==> src/rtl/cl_divider.sv <==
// cl_divider: serial integer / carry-less GF(2)[x] divider, one dividend bit per cycle.
// Optional build macro CL_DIV_ZERO_CHECK_EN: a zero divisor skips RUN and flags div_by_zero.
module cl_divider #(
    parameter int DATA_WIDTH = 32
) (
    input  logic                    clk,
    input  logic                    rst,
    input  logic                    start,
    input  logic                    carry_option,
    input  logic [2*DATA_WIDTH-1:0] dividend,
    input  logic [DATA_WIDTH-1:0]   divisor,
    output logic                    busy,
    output logic                    done,
    output logic [2*DATA_WIDTH-1:0] quotient,
    output logic [DATA_WIDTH-1:0]   remainder,
    output logic                    div_by_zero
);

    localparam int W  = DATA_WIDTH;
    localparam int QW = 2 * DATA_WIDTH;
    localparam int DW = (W > 1) ? $clog2(W) : 1;
    localparam int CW = $clog2(QW);

    localparam logic [1:0] IDLE = 2'd0;
    localparam logic [1:0] RUN  = 2'd1;
    localparam logic [1:0] DONE = 2'd2;

    logic [1:0]    state;
    logic [CW-1:0] cnt;
    logic [W-1:0]  pr;
    logic [W-1:0]  pr_n;
    logic [W:0]    t;
    logic [W-1:0]  tl;
    logic [QW-1:0] dq;
    logic [QW-2:0] qw;
    logic [W-1:0]  dv;
    logic [DW-1:0] deg;
    logic [DW-1:0] deg_in;
    logic          mode;
    logic          q_bit;
    logic          last;

    assign busy = (state == RUN);
    assign done = (state == DONE);
    assign last = (cnt == CW'(QW - 1));

    always_comb begin
        deg_in = '0;
        for (int i = 0; i < W; i++) begin
            if (divisor[i]) deg_in = DW'(i);
        end
    end

    // t is the shifted window; its top bit only matters for the integer compare
    always_comb begin
        t     = {pr, dq[QW-1]};
        tl    = t[W-1:0];
        pr_n  = tl;
        q_bit = 1'b0;
        if (mode) begin
            if (t >= {1'b0, dv}) begin
                pr_n  = W'(t - {1'b0, dv});
                q_bit = 1'b1;
            end
        end else if (tl[deg]) begin
            pr_n  = tl ^ dv;
            q_bit = 1'b1;
        end
    end

    always_ff @(posedge clk) begin
        if (rst) begin
            state     <= IDLE;
            cnt       <= '0;
            pr        <= '0;
            dq        <= '0;
            qw        <= '0;
            dv        <= '0;
            deg       <= '0;
            mode      <= 1'b0;
            quotient  <= '0;
            remainder <= '0;
        end else begin
            unique case (state)
                RUN: begin
                    pr  <= pr_n;
                    dq  <= {dq[QW-2:0], 1'b0};
                    qw  <= {qw[QW-3:0], q_bit};
                    cnt <= cnt + CW'(1);
                    if (last) begin
                        state     <= DONE;
                        quotient  <= {qw, q_bit};
                        remainder <= pr_n;
                    end
                end
                IDLE, DONE: begin
                    state <= IDLE;
                    if (start) begin
                        state <= RUN;
                        mode  <= carry_option;
                        dq    <= dividend;
                        dv    <= divisor;
                        deg   <= deg_in;
                        pr    <= '0;
                        qw    <= '0;
                        cnt   <= '0;
`ifdef CL_DIV_ZERO_CHECK_EN
                        if (divisor == '0) begin
                            state     <= DONE;
                            quotient  <= '1;
                            remainder <= dividend[W-1:0];
                        end
`endif
                    end
                end
                default: state <= IDLE;
            endcase
        end
    end

`ifdef CL_DIV_ZERO_CHECK_EN
    logic dbz;

    always_ff @(posedge clk) begin
        if (rst) begin
            dbz <= 1'b0;
        end else if (state != RUN && start && divisor == '0) begin
            dbz <= 1'b1;
        end else if (state == RUN && last) begin
            dbz <= 1'b0;
        end
    end

    assign div_by_zero = dbz;
`else
    assign div_by_zero = 1'b0;
`endif

endmodule

==> config.mk <==
export PLATFORM = sky130hd
export DESIGN_NAME = cl_divider
export DESIGN_NICKNAME = d
export VERILOG_FILES = /design/src/rtl/cl_divider.sv
export SDC_FILE = /design/constraint.sdc
export NUM_CORES = 1
export LEC_CHECK = 0
export BUFFER_PORTS_ARGS = -buffer_cell sky130_fd_sc_hd__buf_4
export CORE_MARGIN = 4
export CORE_UTILIZATION = 50
export CTS_CLUSTER_SIZE = 40
export DETAILED_ROUTE_END_ITERATION = 8
export GPL_TIMING_DRIVEN = 0
export PLACE_DENSITY = 0.72
export SYNTH_ARGS = -nofsm -noshare
export SYNTH_HDL_FRONTEND = slang
export SYNTH_SLANG_ARGS = --single-unit
==> constraint.sdc <==
create_clock -name clk -period 3.5 [get_ports clk]
set_clock_uncertainty 0.2 [all_clocks]
set_input_delay 0.35 -clock clk [delete_from_list [all_inputs] [get_ports clk]]
set_output_delay 0.35 -clock clk [all_outputs]
set_load 0.01 [all_outputs]
==> out/qor.json <==
{
  "status": {
    "status": "finished, final reports clean"
  },
  "placement": {
    "finalWeightedCongestion": 0.980,
    "placedInstanceArea_um2": 16100,
    "post-dp-hpwl_um": 32300,
    "port_buffer_count": 196,
    "numPlacedInstances": 2292
  },
  "clock_tree": {
    "numCtsBuffers": 31,
    "tritoncts": "built",
    "cts_root_buf": "sky130_fd_sc_hd__clkbuf_16",
    "clock_sinks": 301,
    "clk_latency_ns": 0.59,
    "clk_path_buf_depth": 3,
    "clk_pin_slew_worst_paths_ns": 0.07,
    "cts-htree-levels": 1
  },
  "critical_path": {
    "critPathArrivalTime_ns": 3.67,
    "max_stage_delay_ns": 0.39,
    "worstPathCellList": "ha_1, buf_2, nand2_1, nor2_1, nor3_2, o31ai_2, and2_1, a21o_4, buf_6, mux2_2, a21oi_2, a211oi_1",
    "timing_worst_setup_path_type": "reg -> reg",
    "startpoint_type": "flop",
    "worst_path_max_delay_cell": "sky130_fd_sc_hd__dfxtp_1",
    "biggest_fanout_along_the_worst_timing_path": 10,
    "crit_path_end_kind": "flop",
    "worst_flop_to_flop_path_endpoint": "remainder[3]",
    "ff2ff_path_depth": 12,
    "reg2reg_setup_slack_ns": 0.06,
    "worst_r2r_startpoint": "pr[19]",
    "cp.required_ns": 3.72
  },
  "sta": {
    "timing.final.hold_violations": 0,
    "slew_violations": 0,
    "timing.max_slew.rel_slack_pct": 26.4,
    "hold_ws_ns": 0.0401,
    "layout_min_cycle_time_ns": 3.44,
    "layout_worst_path_cycle_share_pct": 98.4,
    "maxClockFrequency_ghz": 0.290,
    "finalSetupViolCount": 0,
    "max_slew.worst_pin.slew_ns": 1.10
  },
  "grt": {
    "grt_first_pass_wirelength_um": 71200,
    "gr-total-overflow": 0,
    "grt_busiest_layer": "met2",
    "first_global_vias": 13300,
    "initial_antenna_violation_count": 0,
    "grt_use_total_pct": 28.3,
    "grt_met2_use_pct": 46.0,
    "grt_util_met1_pct": 37.8,
    "met3_routing_resource_usage_after_global_routing_pct": 6.25,
    "grt_max_degree": 17
  },
  "finish": {
    "most-common-layout-cells": "sky130_fd_sc_hd__dfxtp_1 (299), sky130_fd_sc_hd__nand2_1 (258), sky130_fd_sc_hd__nor2_1 (234), sky130_fd_sc_hd__buf_4 (201), sky130_fd_sc_hd__a21oi_1 (174)",
    "final-instance-count-excl-fill": 2438,
    "diodes": 0,
    "design_area_um2": 18300,
    "net_count_reported_at_finish": 2170,
    "layout_commonest_cell": "sky130_fd_sc_hd__dfxtp_1",
    "final_cell_utilization_of_the_core_pct": 65.8,
    "flow.area_growth_from_synthesis_pct": 29.8,
    "final_layout_size_suffix_gt1_share_pct": 15.5
  },
  "die": {
    "floorplan.die.width_um": 176,
    "fp.coreArea_um2": 27900,
    "rows": 61,
    "ports": 199,
    "initial_core_util_pct": 50.7,
    "die_height_um": 176,
    "design.die.area_um2": 31000
  },
  "synthesis": {
    "synth-warning-count": 0,
    "sequential_element_share_of_the_synthesized_area_pct": 42.7,
    "avgSynthCellArea_um2": 8.22,
    "post_synth_inst_count": 1718,
    "synth_cell_types": 68,
    "synthArstFlopShare_pct": 0,
    "netlist_area_um2": 14100,
    "postSynth.topFlopCell": "sky130_fd_sc_hd__dfxtp_1",
    "synth_enable_flop_cells": 0,
    "synthesis.nets": 1852,
    "synth-seq-cells": 301
  },
  "hold_path": {
    "min_to": "dq[49]",
    "holdCritStartpoint": "dividend[49]",
    "timing.hold.worst_path_depth": 3,
    "timing.hold.worst.class": "in -> reg"
  },
  "pwr": {
    "static-leakage-power_uw": 0.00719,
    "powerDensity_nw_per_um2": 499,
    "ir_drop_mv": 0.398
  },
  "detailed_routing": {
    "detailedRoute.firstPassIterationCount": 5,
    "totalWireLength_um": 45700,
    "drt-initial-drc-count": 1059,
    "wl_per_cell_um": 18.8,
    "drt-vias-per-instance": 5.67,
    "routed-via-count": 13800,
    "antenna_violating_nets_post_route": 0,
    "post-route-drc-count": 0
  },
  "job": {
    "max-cap-violations": 0
  }
}
[logic make-up after synthesis]
kind of cell	after synthesis	share of synthesized area, %
other cells	1	0.0266
compound gates	498	23.0
flops	301	42.7
fa+ha+maj	34	3.07
simple gates	584	17.1
xor+xnor	23	1.43
mux	96	7.67
buf+inv	181	5.06
[routing by layer]
layer  up-vias  wire length [um]
li1       6697                 -
met1      6514             19800
met2       516             20900
met3        85              3860
met4         0              1240
met5         -                 0
[critical path, delay by kind of cell (launching register included)]
family                   cells  cell delay, ns
AO/OA/AOI/OAI                4            0.92
multiplexers                 1            0.36
flip-flops                   1            0.39
adder cells (fa/ha/maj)      1            0.31
AND/OR/NAND/NOR              4            0.71
buffers and inverters        2            0.39
[registers in the layout, indices dropped and copies added, names as in the netlist]
register	cells
qw	63
dv	32
deg	5
remainder	32
dq	64
mode	1
state	2
cnt	6
quotient	64
pr	32
[where the power goes]
group	switching (uW)	total [uW]	internal [uW]
sequential	97.0	3650	3560
clock	1410	3570	2160
combinational	1140	1910	778
total	2640	9140	6500
[area by class of cell]
| type | instances | area, um2 |
|---|---|---|
| clock inverters | 9 | 168 |
| fillers | 2384 | 9530 |
| flip-flops and latches | 301 | 6030 |
| inverters | 48 | 180 |
| well taps | 378 | 473 |
| plain buffers | 124 | 504 |
| repair buffers | 294 | 2450 |
| clock buffers | 48 | 950 |
| multi-input cells | 1236 | 7570 |
[through the flow]
stage	setup WS (ns)	setup TNS, ns	power [uW]
after floorplan	0.405	0	4880
after global placement	-0.303	-4.10	5370
after detailed placement	-0.322	-5.23	5390
after CTS	-0.000375	-0.000375	9060
after global routing	-0.00884	-0.0152	9500
final	0.0561	0	9140
[how the worst max path moves through the flow]
| stage | end | slack [ns] | from | depth (start not counted) |
|---|---|---|---|---|
| 3_3_place_gp | remainder[22] | -0.30 | dq[63] | 12 |
| 6_report | remainder[3] | 0.06 | pr[19] | 12 |
| 2_1_floorplan | remainder[13] | 0.41 | pr[0] | 11 |
| 4_1_cts | remainder[13] | -0.0004 | dv[1] | 12 |
| 3_5_place_dp | remainder[22] | -0.32 | dq[63] | 12 |
| 5_1_grt | remainder[14] | -0.009 | dq[63] | 13 |
[what timing repair did]
item,in CTS,in global routing
endpoints found under the setup margin,46,65
gates cloned,0,0
pin swaps,2,3
gates resized for setup,17,30
setup buffers,1,0
hold endpoints to repair,99,0
hold buffers,97,0
[cell usage after synthesis, types with 4 or more instances]
cell type / count / area [um2]
sky130_fd_sc_hd__nand2_1: 259 / 972
sky130_fd_sc_hd__a211oi_1: 102 / 766
sky130_fd_sc_hd__o21ai_0: 48 / 240
sky130_fd_sc_hd__nand3_1: 9 / 45.0
sky130_fd_sc_hd__clkbuf_1: 102 / 383
sky130_fd_sc_hd__nor2_1: 234 / 878
sky130_fd_sc_hd__inv_1: 46 / 173
sky130_fd_sc_hd__o21a_1: 9 / 67.6
sky130_fd_sc_hd__mux2_2: 9 / 101
sky130_fd_sc_hd__buf_1: 19 / 71.3
sky130_fd_sc_hd__ha_1: 33 / 413
sky130_fd_sc_hd__a31oi_1: 10 / 62.6
sky130_fd_sc_hd__o31ai_1: 7 / 52.6
sky130_fd_sc_hd__xnor2_1: 14 / 123
sky130_fd_sc_hd__dfxtp_1: 301 / 6030
sky130_fd_sc_hd__nand2b_1: 8 / 50.1
sky130_fd_sc_hd__xor2_1: 9 / 78.8
sky130_fd_sc_hd__nand4_1: 9 / 56.3
sky130_fd_sc_hd__mux4_2: 8 / 180
sky130_fd_sc_hd__a21o_1: 13 / 97.6
sky130_fd_sc_hd__nor2b_1: 5 / 31.3
sky130_fd_sc_hd__a22o_1: 12 / 105
sky130_fd_sc_hd__nor3_1: 24 / 120
sky130_fd_sc_hd__a22oi_1: 65 / 488
sky130_fd_sc_hd__buf_2: 7 / 35.0
sky130_fd_sc_hd__a211o_1: 8 / 70.1
sky130_fd_sc_hd__nor3b_1: 4 / 30.0
sky130_fd_sc_hd__mux2i_1: 77 / 771
sky130_fd_sc_hd__a21oi_1: 179 / 896
sky130_fd_sc_hd__nand3b_1: 10 / 75.1
sky130_fd_sc_hd__a311oi_1: 5 / 43.8
sky130_fd_sc_hd__nor4_1: 8 / 50.1
sky130_fd_sc_hd__o211ai_1: 7 / 52.6
Note: power is estimated with default switching activity, not from simulation.
